<file path="src/rtl/stopwatch_counter_pkg.sv">
// Shared constants and helpers for the BCD seconds stopwatch.
// Latency: n/a (compile-time definitions only).
// Backpressure: n/a.
package stopwatch_counter_pkg;

  // Largest value a decimal digit may hold before rolling over.
  localparam logic [3:0] BCD_MAX = 4'd9;

  // Simulation-scaled tick rate; the board top overrides it.
  localparam int DEFAULT_CLK_FREQ = 10_000_000;

  // Prescaler width for a given cycles-per-second count (at least 1 bit).
  function automatic int presc_width(input int clk_freq);
    return (clk_freq < 2) ? 1 : $clog2(clk_freq);
  endfunction

endpackage

</file>
<file path="src/rtl/stopwatch_counter_if.sv">
// Control/display bus between the stopwatch controller and the counter.
// Latency: n/a (wires only).
// Backpressure: none; time_reading is a continuously valid level.
interface stopwatch_counter_if;

  logic       count_enabled;
  logic [7:0] time_reading;

  // Controller side: owns run/pause, observes the reading.
  modport master (output count_enabled, input time_reading);
  // Counter side: obeys run/pause, drives the reading.
  modport slave  (input count_enabled, output time_reading);

endinterface

</file>
<file path="src/rtl/stopwatch_counter_bcd_digit.sv">
// Single decimal digit counter (0..9) with carry-out for chaining.
// Latency: digit updates on the edge where inc is high; carry is combinational.
// Backpressure: none; every inc pulse is consumed.
module bcd_digit
  import stopwatch_counter_pkg::*;
(
  input  logic       clk,
  input  logic       init_regs,
  input  logic       inc,
  output logic [3:0] digit,
  output logic       carry
);

  // Carry fires on the increment that rolls this digit from 9 back to 0.
  assign carry = inc && (digit == BCD_MAX);

  // Advance on inc; anything at or above 9 rolls to 0 so A..F can never appear.
  always_ff @(posedge clk or posedge init_regs) begin
    if (init_regs) begin
      digit <= 4'd0;
    end else if (inc) begin
      digit <= (digit >= BCD_MAX) ? 4'd0 : digit + 4'd1;
    end
  end

endmodule

</file>
<file path="src/rtl/stopwatch_counter.sv">
// Two-digit BCD seconds counter (00..99, wrapping) driven by a clock prescaler.
// Latency: digits change on the same edge the prescaler wraps; output is registered.
// Backpressure: none; count_enabled low freezes prescaler and digits in place.
module stopwatch_counter
  import stopwatch_counter_pkg::*;
#(
  parameter int CLK_FREQ = DEFAULT_CLK_FREQ
) (
  input  logic                clk,
  input  logic                init_regs,
  stopwatch_counter_if.slave  bus
);

  localparam int              PW         = presc_width(CLK_FREQ);
  localparam logic [PW-1:0]   PRESC_LAST = PW'(CLK_FREQ - 1);

  logic [PW-1:0] presc;
  logic          tick;
  logic [3:0]    ones;
  logic [3:0]    tens;
  logic          ones_carry;
  logic          unused_tens_carry;

  // A second elapses only on an enabled edge at the last prescaler count,
  // so pausing on the wrapping edge keeps the prescaler parked at the end.
  assign tick = bus.count_enabled && (presc == PRESC_LAST);

  // Prescaler: counts enabled cycles, holds while paused, wraps once per second.
  always_ff @(posedge clk or posedge init_regs) begin
    if (init_regs) begin
      presc <= '0;
    end else if (bus.count_enabled) begin
      if (presc == PRESC_LAST) begin
        presc <= '0;
      end else begin
        presc <= presc + PW'(1);
      end
    end
  end

  bcd_digit u_ones (
    .clk       (clk),
    .init_regs (init_regs),
    .inc       (tick),
    .digit     (ones),
    .carry     (ones_carry)
  );

  // Tens carry is dropped: that is what makes 99 roll over to 00.
  bcd_digit u_tens (
    .clk       (clk),
    .init_regs (init_regs),
    .inc       (ones_carry),
    .digit     (tens),
    .carry     (unused_tens_carry)
  );

  assign bus.time_reading = {tens, ones};

endmodule

</file>
<file path="src/flat_wrapper.sv">
// flat-port wrapper written by rule: the top's interface ports become plain ports
module stopwatch_counter_flat import stopwatch_counter_pkg::*;
#(
  parameter int CLK_FREQ = DEFAULT_CLK_FREQ
)
  (clk, init_regs, bus_count_enabled, bus_time_reading);
  stopwatch_counter_if bus_i ();
  input  logic clk;
  input  logic init_regs;
  input wire logic [$bits(bus_i.count_enabled)-1:0] bus_count_enabled;
  output wire logic [$bits(bus_i.time_reading)-1:0] bus_time_reading;
  assign bus_i.count_enabled = bus_count_enabled;
  assign bus_time_reading = bus_i.time_reading;
  stopwatch_counter #(.CLK_FREQ(CLK_FREQ)) u_core (.clk(clk), .init_regs(init_regs), .bus(bus_i));
endmodule
</file>
<file path="config.mk">
export PLATFORM = sky130hd
export DESIGN_NAME = stopwatch_counter_flat
export DESIGN_NICKNAME = d
export VERILOG_FILES = /design/src/rtl/stopwatch_counter_pkg.sv /design/src/rtl/stopwatch_counter_if.sv /design/src/rtl/stopwatch_counter_bcd_digit.sv /design/src/rtl/stopwatch_counter.sv /design/src/flat_wrapper.sv
export SDC_FILE = /design/constraint.sdc
export NUM_CORES = 1
export LEC_CHECK = 0
export CAP_MARGIN = 25
export CORE_UTILIZATION = 57
export CTS_BUF_LIST = sky130_fd_sc_hd__clkbuf_16
export DETAILED_ROUTE_END_ITERATION = 12
export GPL_TIMING_DRIVEN = 0
export PLACE_DENSITY = 0.74
export SYNTH_ARGS = -nofsm -noshare
export SYNTH_HDL_FRONTEND = slang
export SYNTH_SLANG_ARGS = --single-unit
</file>
<file path="constraint.sdc">
create_clock -name clk -period 2.9 [get_ports clk]
set_clock_uncertainty 0.1 [all_clocks]
set_input_delay 0.29 -clock clk [delete_from_list [all_inputs] [get_ports clk]]
set_output_delay 0.29 -clock clk [all_outputs]
set_load 0.01 [all_outputs]
</file>
==> results of run 1 <==
## worst reg2reg max path: stages (launching register included)
cell	delay, ns
dfrtp_1	0.42
or4b_1	0.51
or4_4	0.43
nor4_2	0.30
buf_4	0.22
o211ai_1	0.10
a21o_1	0.19
## per-layer routing
metal  up-vias  routed length (um)  GRT usage
met5         -                   0          0
met4         0                  51      0.111
met3         5                  90     0.0698
met2        16                1500      0.386
met1       593                1360      0.285
li1        607                   -          -
## final cells by class
type,count,share of cell area
Tap cell,31,0.0200
Multi-Input combinational cell,123,0.411
Inverter,7,0.0135
Sequential cell,32,0.413
Timing Repair Buffer,10,0.0606
Clock inverter,3,0.00581
Buffer,4,0.0116
Clock buffer,5,0.0645
## layout by cell type (no fill, tap or decap), drive strengths merged
cell / synthesis / routed
a21o: 2 / 2
a31o: 1 / 1
a41oi: 1 / 1
and3: 4 / 4
and4: 2 / 2
buf: 2 / 3
clkbuf: 2 / 7
clkdlybuf4s50: 0 / 9
clkinv: 0 / 1
dfrtp: 32 / 32
ha: 7 / 7
inv: 7 / 9
mux2i: 3 / 3
nand2: 19 / 19
nand2b: 1 / 1
nand3: 11 / 11
nand4: 9 / 9
nor2: 20 / 20
nor2b: 1 / 1
nor3: 3 / 3
nor4: 5 / 5
nor4b: 1 / 1
o211ai: 1 / 1
o21a: 1 / 1
o21ai: 5 / 5
o31ai: 1 / 1
or2: 1 / 1
or4: 2 / 2
or4b: 1 / 1
xnor2: 12 / 12
xor2: 9 / 9
## final timing paths
| path | from | to | cells after the start |
|---|---|---|---|
| hold reg to reg | u_core.presc[22]$_DFFE_PP0P_ | u_core.presc[22]$_DFFE_PP0P_ | 1 |
| setup reg to reg | u_core.presc[14]$_DFFE_PP0P_ | u_core.u_tens.digit[2]$_DFFE_PP0P_ | 6 |
| max in group asynchronous | init_regs | u_core.presc[14]$_DFFE_PP0P_ | 3 |
| min in group clk | bus_count_enabled | u_core.presc[2]$_DFFE_PP0P_ | 3 |
| setup / recovery | u_core.presc[14]$_DFFE_PP0P_ | u_core.u_tens.digit[2]$_DFFE_PP0P_ | 6 |
| hold / removal | init_regs | u_core.u_tens.digit[2]$_DFFE_PP0P_ | 2 |
## through the flow
stage               instances   util  cell area [um^2]  hold slack, ns  power [mW]
detailed placement        207  0.654              1800           0.387       0.682
global route              215  0.703              1940           0.394        1.20
global placement          206  0.644              1780           0.376       0.670
floorplan                 166      -              1650           0.306       0.646
CTS                       215  0.703              1940           0.334        1.16
finish                    215  0.703              1940           0.313        1.15
## power groups by stage
stage / Sequential, mW / Combinational, mW / Clock [mW]
floorplan: 0.547 / 0.0999 / 0
global placement: 0.556 / 0.114 / 0
detailed placement: 0.558 / 0.124 / 0
CTS: 0.553 / 0.124 / 0.485
global route: 0.560 / 0.138 / 0.506
finish: 0.555 / 0.121 / 0.474
## cells by family after synthesis
family	after synthesis	share of synthesized area
compound gates	12	0.0486
xor+xnor	21	0.112
fa+ha+maj	7	0.0532
buf+inv	11	0.0296
flops	32	0.486
mux	3	0.0182
simple gates	80	0.252
## state kept, by name, summed over array words and instances, names as in the netlist
register,cells
u_core.u_ones.digit,4
u_core.u_tens.digit,4
u_core.presc,24
==> flow_metrics.tcl, run 1 <==
set metrics [dict create \
    status "completed" \
    worstPathCellList "or4b_1, or4_4, nor4_2, buf_4, o211ai_1, a21o_1" \
    combPwrFrac 0.105 \
    synth_edf_count 0 \
    worst-setup-path-type "flop to flop" \
    clkSinkCount 32 \
    synthTopCellsByCount "dfrtp_1, nor2_1, nand2_1, xnor2_1, nand3_1" \
    worst_pin_slew_ns 0.720 \
    arrival_ns 2.45 \
    slew_viol_final 0 \
    die_area_mm2 0.00311 \
    required_ns 2.97 \
    htree_levels 2 \
    slew_headroom 0.516 \
    fin_tns_setup_ns 0 \
    setup_violations 0 \
    gp_congestion 0.835 \
    yosysSeqAreaShare 0.486 \
    port_buffers 9 \
    postCtsSetupBuffers 0 \
    gr-usage-all-layers 0.235 \
    syn_area_mm2 0.00165 \
    multiInputGateArea_um2 797 \
    syn_avg_cell_area_um2 9.92 \
    synth.net_count 176 \
    cts_buffers 5 \
    overflow 0 \
    cts_max_path_buffers 2 \
    diodes 0 \
    drtAntennaViolNets 0 \
    ys_seq_elements 32 \
    drc 0 \
    syn_to_final_growth_pct 17.8 \
    cts_tree "yes" \
    switching_share 0.251 \
    fin_nets 193 \
    synthTopCellsByArea "dfrtp_1, xnor2_1, ha_1" \
    insertion_delay_ns 0.27 \
    fp-row-count 19 \
    rsz0062_at_grt "false" \
    fmax_ghz 0.420 \
    nFillCells 209 \
    grt_pass1_wl_um 5490 \
    die_y_um 55.7 \
    min_period_ns 2.38 \
    ios 11 \
    grt_max_degree 19 \
    crit_path_end_kind "flop" \
    rrSetupSlack_ns 0.52 \
    synth_cell_types 32 \
    min_path_type "input pin to asynchronous set/reset pin" \
    post-place-ws_ns 0.497 \
    pwr_density_cell_mw_per_mm2 593 \
    seq_area_um2 801 \
    vias_per_cell 5.68 \
    cts_resized 0 \
    clockRootBuffer "clkbuf_16" \
    p_leak_nw 0.899 \
    cp_num_buf_inv 1 \
    synth_most_common_cell "dfrtp_1" \
    cts.clk_slew.worst_paths_ns 0.05 \
    ys_async_sr_fraction 1.00 \
    max_cap_viol_count 0 \
    netlist_instances 166 \
    power.switching_mw 0.289 \
    hold_viol_final 0 \
    postCtsHoldBufs 0 \
    drtPass1Iterations 4 \
    initial_core_util 0.597 \
    synth_top_area_cell "dfrtp_1" \
    path_max_fanout 10 \
    crit_path_start_kind "flop" \
    slowest_stage "or4b_1" \
    worst_slack_ns 0.517 \
    wirelength_um 3000 \
    pwr-share-clk 0.412 \
    irDropWorstVdd_uv 690 \
    synth_flop_cell "dfrtp_1" \
    ys_warn_count 0 \
    die_x_um 55.7 \
    p_int_mw 0.861 \
    core_mm2 0.00276 \
    layout-drive-gt1-share 0.0707 \
    antenna_found_initial 0 \
    crit_family "simple AND/OR/NAND/NOR gates" \
    crit_path_max_incr_delay_ns 0.50 \
    num_vias 1221 \
    grt_pass1_vias 1227 \
    wl_per_cell_um 13.9 \
    hpwl_um 2230 \
    drt_iter0_drc 65 \
    layout_worst_path_cycle_share 0.822 \
    synth_top_cell_area_share 0.486 \
    seq_power_share 0.483 \
]
Power figures use the tool's default switching activity.
==> run 2: changes to the inputs <==
--- a/config.mk
+++ b/config.mk
@@ -6,11 +6,11 @@
 export NUM_CORES = 1
 export LEC_CHECK = 0
 export CAP_MARGIN = 25
-export CORE_UTILIZATION = 57
+export CORE_UTILIZATION = 52
 export CTS_BUF_LIST = sky130_fd_sc_hd__clkbuf_16
 export DETAILED_ROUTE_END_ITERATION = 12
 export GPL_TIMING_DRIVEN = 0
-export PLACE_DENSITY = 0.74
+export PLACE_DENSITY = 0.71
 export SYNTH_ARGS = -nofsm -noshare
 export SYNTH_HDL_FRONTEND = slang
 export SYNTH_SLANG_ARGS = --single-unit
==> constraint.sdc (replaced) <==
create_clock -name clk -period 2.15 [get_ports clk]
set_clock_uncertainty 0.1 [all_clocks]
set_input_delay 0.215 -clock clk [delete_from_list [all_inputs] [get_ports clk]]
set_output_delay 0.215 -clock clk [all_outputs]
set_load 0.01 [all_outputs]
==> flow_metrics.tcl, run 2 (same netlist as run 1, synthesis figures left out) <==
set metrics [dict create \
    cts.clk_slew.worst_paths_ns 0.05 \
    multiInputGateArea_um2 817 \
    initial_core_util 0.544 \
    largest-register "u_core.presc" \
    min_path_type "input pin to flop" \
    power_mw 1.58 \
    overflow 0 \
    layout_worst_path_cycle_share 1.04 \
    crit_path_end "u_core.u_ones.digit[2]$_DFFE_PP0P_" \
    antenna_found_initial 0 \
    largest_reg_flops 24 \
    irDropWorstVdd_uv 509 \
    drt_iter0_drc 77 \
    reg2reg_depth 5 \
    max_cap_viol_count 0 \
    most-common-layout-cells "dfrtp_1, nor2_1, nand2_1" \
    layout-drive-gt1-share 0.111 \
    path_max_fanout 4 \
    wl_per_cell_um 13.5 \
    status "finished with violations" \
    diodes 0 \
    drtPass1Iterations 4 \
    slew_headroom 0.507 \
    crit_path_end_kind "flop" \
    num_vias 1250 \
    violations "setup timing" \
    final_common_cell "dfrtp_1" \
    post-place-ws_ns -0.131 \
    slew_viol_final 0 \
    fp-row-count 20 \
    min_period_ns 2.25 \
    cts_max_path_buffers 2 \
    setup_violations 6 \
    r2r-start "u_core.presc[22]$_DFFE_PP0P_" \
    fin_tns_setup_ns -0.325 \
    htree_levels 2 \
    worst-setup-path-type "flop to flop" \
    port_buffers 9 \
    drtAntennaViolNets 0 \
    reg_top3 "u_core.presc: 24 flops, u_core.u_ones.digit: 4 flops, u_core.u_tens.digit: 4 flops" \
    gr-usage-all-layers 0.225 \
    drc 0 \
    cts_tree "yes" \
    pwr_density_cell_mw_per_mm2 785 \
    wirelength_um 3150 \
    grt_pass1_wl_um 5660 \
    syn_to_final_growth_pct 22.1 \
    die_area_mm2 0.00340 \
    ios 11 \
    fmax_ghz 0.445 \
    worst_slack_ns -0.0962 \
    required_ns 2.21 \
    hpwl_um 2250 \
    crit_start "u_core.presc[22]$_DFFE_PP0P_" \
    insertion_delay_ns 0.27 \
    p_leak_nw 0.952 \
    fin_nets 198 \
    rrSetupSlack_ns -0.1 \
    vias_per_cell 5.36 \
    arrival_ns 2.31 \
    die_x_um 58.3 \
    seq_area_um2 801 \
    clockRootBuffer "clkbuf_16" \
    nFillCells 243 \
    grt_pass1_vias 1270 \
    core_mm2 0.00303 \
    die_y_um 58.3 \
    cts_buffers 5 \
    r2r-end "u_core.u_ones.digit[2]$_DFFE_PP0P_" \
    worst_pin_slew_ns 0.738 \
    crit_path_start_kind "flop" \
    clkSinkCount 32 \
    grt_max_degree 20 \
    gp_congestion 0.812 \
    hold_viol_final 0 \
    rsz0062_at_grt "true" \
]
-- run 2: power by group --
group / total [mW] / internal, mW / switching, mW
sequential: 0.751 / 0.667 / 0.0839
combinational: 0.170 / 0.0797 / 0.0904
clock: 0.657 / 0.419 / 0.238
total: 1.58 / 1.17 / 0.412
-- run 2: metrics by stage --
stage / area (um^2) / utilization / std cells / hold WS (ns)
CTS: 1990 / 0.657 / 231 / 0.242
detailed placement: 1810 / 0.597 / 220 / 0.385
finish: 2010 / 0.664 / 233 / 0.247
global route: 2010 / 0.664 / 233 / 0.291
global placement: 1790 / 0.592 / 219 / 0.376
floorplan: 1650 / - / 166 / 0.231
-- run 2: how the worst min path moves through the flow --
| stage | startpoint | end | slack (ns) | cells after the start |
|---|---|---|---|---|
| floorplan | init_regs | u_core.presc[0]$_DFFE_PP0P_ | 0.23 | 1 |
| global placement | u_core.presc[13]$_DFFE_PP0P_ | u_core.presc[13]$_DFFE_PP0P_ | 0.38 | 1 |
| detailed placement | u_core.presc[22]$_DFFE_PP0P_ | u_core.presc[22]$_DFFE_PP0P_ | 0.39 | 1 |
| CTS | bus_count_enabled | u_core.presc[2]$_DFFE_PP0P_ | 0.24 | 3 |
| global route | bus_count_enabled | u_core.presc[2]$_DFFE_PP0P_ | 0.29 | 3 |
| finish | bus_count_enabled | u_core.presc[2]$_DFFE_PP0P_ | 0.25 | 3 |
-- run 2: critical path, cell delays in order, from the launching register on --
cell and delay (ns):
dfrtp_1 0.39, or4b_1 0.51, or4_4 0.46, or4_4 0.47, o21ai_2 0.14, o21ai_1 0.07
-- run 2: metal layers --
| metal | up-vias | global-route usage | part of all wire |
|---|---|---|---|
| met5 | - | 0 | 0 |
| met4 | 0 | 0.0850 | 0.016 |
| met3 | 7 | 0.0603 | 0.027 |
| met2 | 18 | 0.391 | 0.51 |
| met1 | 606 | 0.267 | 0.45 |
| li1 | 619 | - | - |
-- run 2: final cells by class --
cell class                      count  area share
Buffer                              4      0.0149
Clock buffer                        5      0.0622
Clock inverter                      3     0.00685
Inverter                            7      0.0131
Multi-Input combinational cell    123       0.406
Sequential cell                    32       0.398
Tap cell                           44      0.0274
Timing Repair Buffer               15      0.0709
-- run 2: what timing repair did --
action                     CTS  global route
buffers inserted             3             2
hold buffers                 0             0
pin swaps                    1             2
gates resized for setup      4             3
setup endpoints to repair   19            20
==> run 3: changes to the inputs <==
==> constraint.sdc (replaced) <==
create_clock -name clk -period 2.15 [get_ports clk]
set_clock_uncertainty 0.1 [all_clocks]
set_input_delay 0.5375 -clock clk [delete_from_list [all_inputs] [get_ports clk]]
set_output_delay 0.5375 -clock clk [all_outputs]
set_load 0.01 [all_outputs]
==> flow_metrics.tcl, run 3 (same netlist as run 1, synthesis figures left out) <==
set metrics [dict create \
    status "finished with violations" \
    violations "setup timing" \
    max_cap_viol_count 0 \
    hpwl_um 2250 \
    initial_core_util 0.544 \
    layout-drive-gt1-share 0.116 \
    num_vias 1254 \
    fin_nets 198 \
    arrival_ns 2.31 \
    gr-usage-all-layers 0.225 \
    fmax_ghz 0.444 \
    core_mm2 0.00303 \
    port_buffers 9 \
    drtPass1Iterations 4 \
    ios 11 \
    largest_reg_flops 24 \
    hold_viol_final 0 \
    slowest_stage "or4b_1" \
    min_period_ns 2.25 \
    crit_path_end_kind "flop" \
    grt_pass1_vias 1270 \
    htree_levels 2 \
    cpMostUsedCell "or4_4" \
    reg2reg_depth 5 \
    cts_buffers 5 \
    grt_max_degree 20 \
    largest-register "u_core.presc" \
    drt_iter0_drc 73 \
    reg_top3 "u_core.presc: 24 flops, u_core.u_ones.digit: 4 flops, u_core.u_tens.digit: 4 flops" \
    worst_slack_ns -0.102 \
    slew_viol_final 0 \
    irDropWorstVdd_uv 511 \
    gp_congestion 0.812 \
    insertion_delay_ns 0.27 \
    path_max_fanout 4 \
    antenna_found_initial 0 \
    slew_headroom 0.508 \
    p_leak_nw 0.953 \
    syn_to_final_growth_pct 22.4 \
    worstPathCellList "or4b_1, or4_4, or4_4, o21ai_2, o21ai_1" \
    hold-path-cell-count 1 \
    nFillCells 245 \
    overflow 0 \
    cts_max_path_buffers 2 \
    die_x_um 58.3 \
    wl_per_cell_um 13.6 \
    utilization 0.666 \
    most-common-layout-cells "dfrtp_1, nor2_1, nand2_1" \
    setup_violations 7 \
    cts_tree "yes" \
    final_common_cell "dfrtp_1" \
    grt_pass1_wl_um 5660 \
    design_area_mm2 0.00202 \
    crit_path_start_kind "flop" \
    fp-row-count 20 \
    cts.clk_slew.worst_paths_ns 0.05 \
    crit_path_max_incr_delay_ns 0.51 \
    vias_per_cell 5.38 \
    rsz0062_at_grt "true" \
    diodes 0 \
    pwr_density_cell_mw_per_mm2 783 \
    drtAntennaViolNets 0 \
    placed_cell_area_mm2 0.00181 \
    layout_worst_path_cycle_share 1.05 \
    post-place-ws_ns -0.232 \
    wirelength_um 3170 \
    worst-setup-path-type "flop to flop" \
    min_path_type "flop to flop" \
    clkSinkCount 32 \
    clockRootBuffer "clkbuf_16" \
    die_area_mm2 0.00340 \
    postCtsHoldBufs 0 \
    worst_pin_slew_ns 0.738 \
    die_y_um 58.3 \
    required_ns 2.21 \
    drc 0 \
]
run 3: cell count changes in the layout (fill, tap and decap cells not counted):
cell	before	now
nor3_1	3	2
nor3_2	0	1
run 3: repair_timing:
action / in CTS / in global routing
setup buffers: 3 / 2
endpoints found under the setup margin: 19 / 21
endpoints found under the hold margin: 0 / 0
resized for setup: 4 / 4
pin swaps: 1 / 2
run 3: through the flow:
stage          power (mW)  std cells  hold slack (ns)  setup TNS (ns)
2_1_floorplan       0.872        166            0.352         -0.0125
3_3_place_gp        0.902        219            0.376           -1.85
3_5_place_dp        0.927        220            0.385           -2.00
4_1_cts              1.60        231            0.399          -0.157
5_1_grt              1.66        233            0.415           -1.99
6_report             1.58        233            0.394          -0.362
run 3: final timing paths:
path,end,start,slack [ns]
max reg2reg,u_core.u_ones.digit[2]$_DFFE_PP0P_,u_core.presc[22]$_DFFE_PP0P_,-0.10
max in group asynchronous,u_core.presc[16]$_DFFE_PP0P_,init_regs,0.81
min,u_core.presc[18]$_DFFE_PP0P_,u_core.presc[18]$_DFFE_PP0P_,0.39
min in group asynchronous,u_core.u_ones.digit[1]$_DFFE_PP0P_,init_regs,0.59
max,u_core.u_ones.digit[2]$_DFFE_PP0P_,u_core.presc[22]$_DFFE_PP0P_,-0.10
min reg2reg,u_core.presc[18]$_DFFE_PP0P_,u_core.presc[18]$_DFFE_PP0P_,0.39
run 3: metal layers:
layer  track usage  share of wire  vias up
li1              -              -      619
met1         0.267           0.45      612
met2         0.391           0.50       16
met3        0.0603          0.027        7
met4        0.0850          0.016        0
met5             0              0        -
run 3: area by class of cell:
class                   count  area (um^2)  share of cell area
multi-input cells         123          822               0.408
flip-flops and latches     32          801               0.397
repair buffers             15          143              0.0708
clock buffers               5          125              0.0621
well taps                  44         55.1              0.0273
plain buffers               4         30.0              0.0149
inverters                   7         26.3              0.0130
clock inverters             3         13.8             0.00683
run 3: worst max-delay path: cells and delay by family, from the launching register on:
kind,cells,cell delay [ns]
DFF,1,0.39
and+or+nand+nor,3,1.44
AOI/OAI and AO/OA,2,0.21
run 3: report_power, final:
group | switching [mW] | internal [mW] | leakage, nW | total (mW)
logic | 0.0916 | 0.0798 | 0.462 | 0.171
registers | 0.0836 | 0.667 | 0.420 | 0.750
clock network | 0.238 | 0.419 | 0.0710 | 0.657
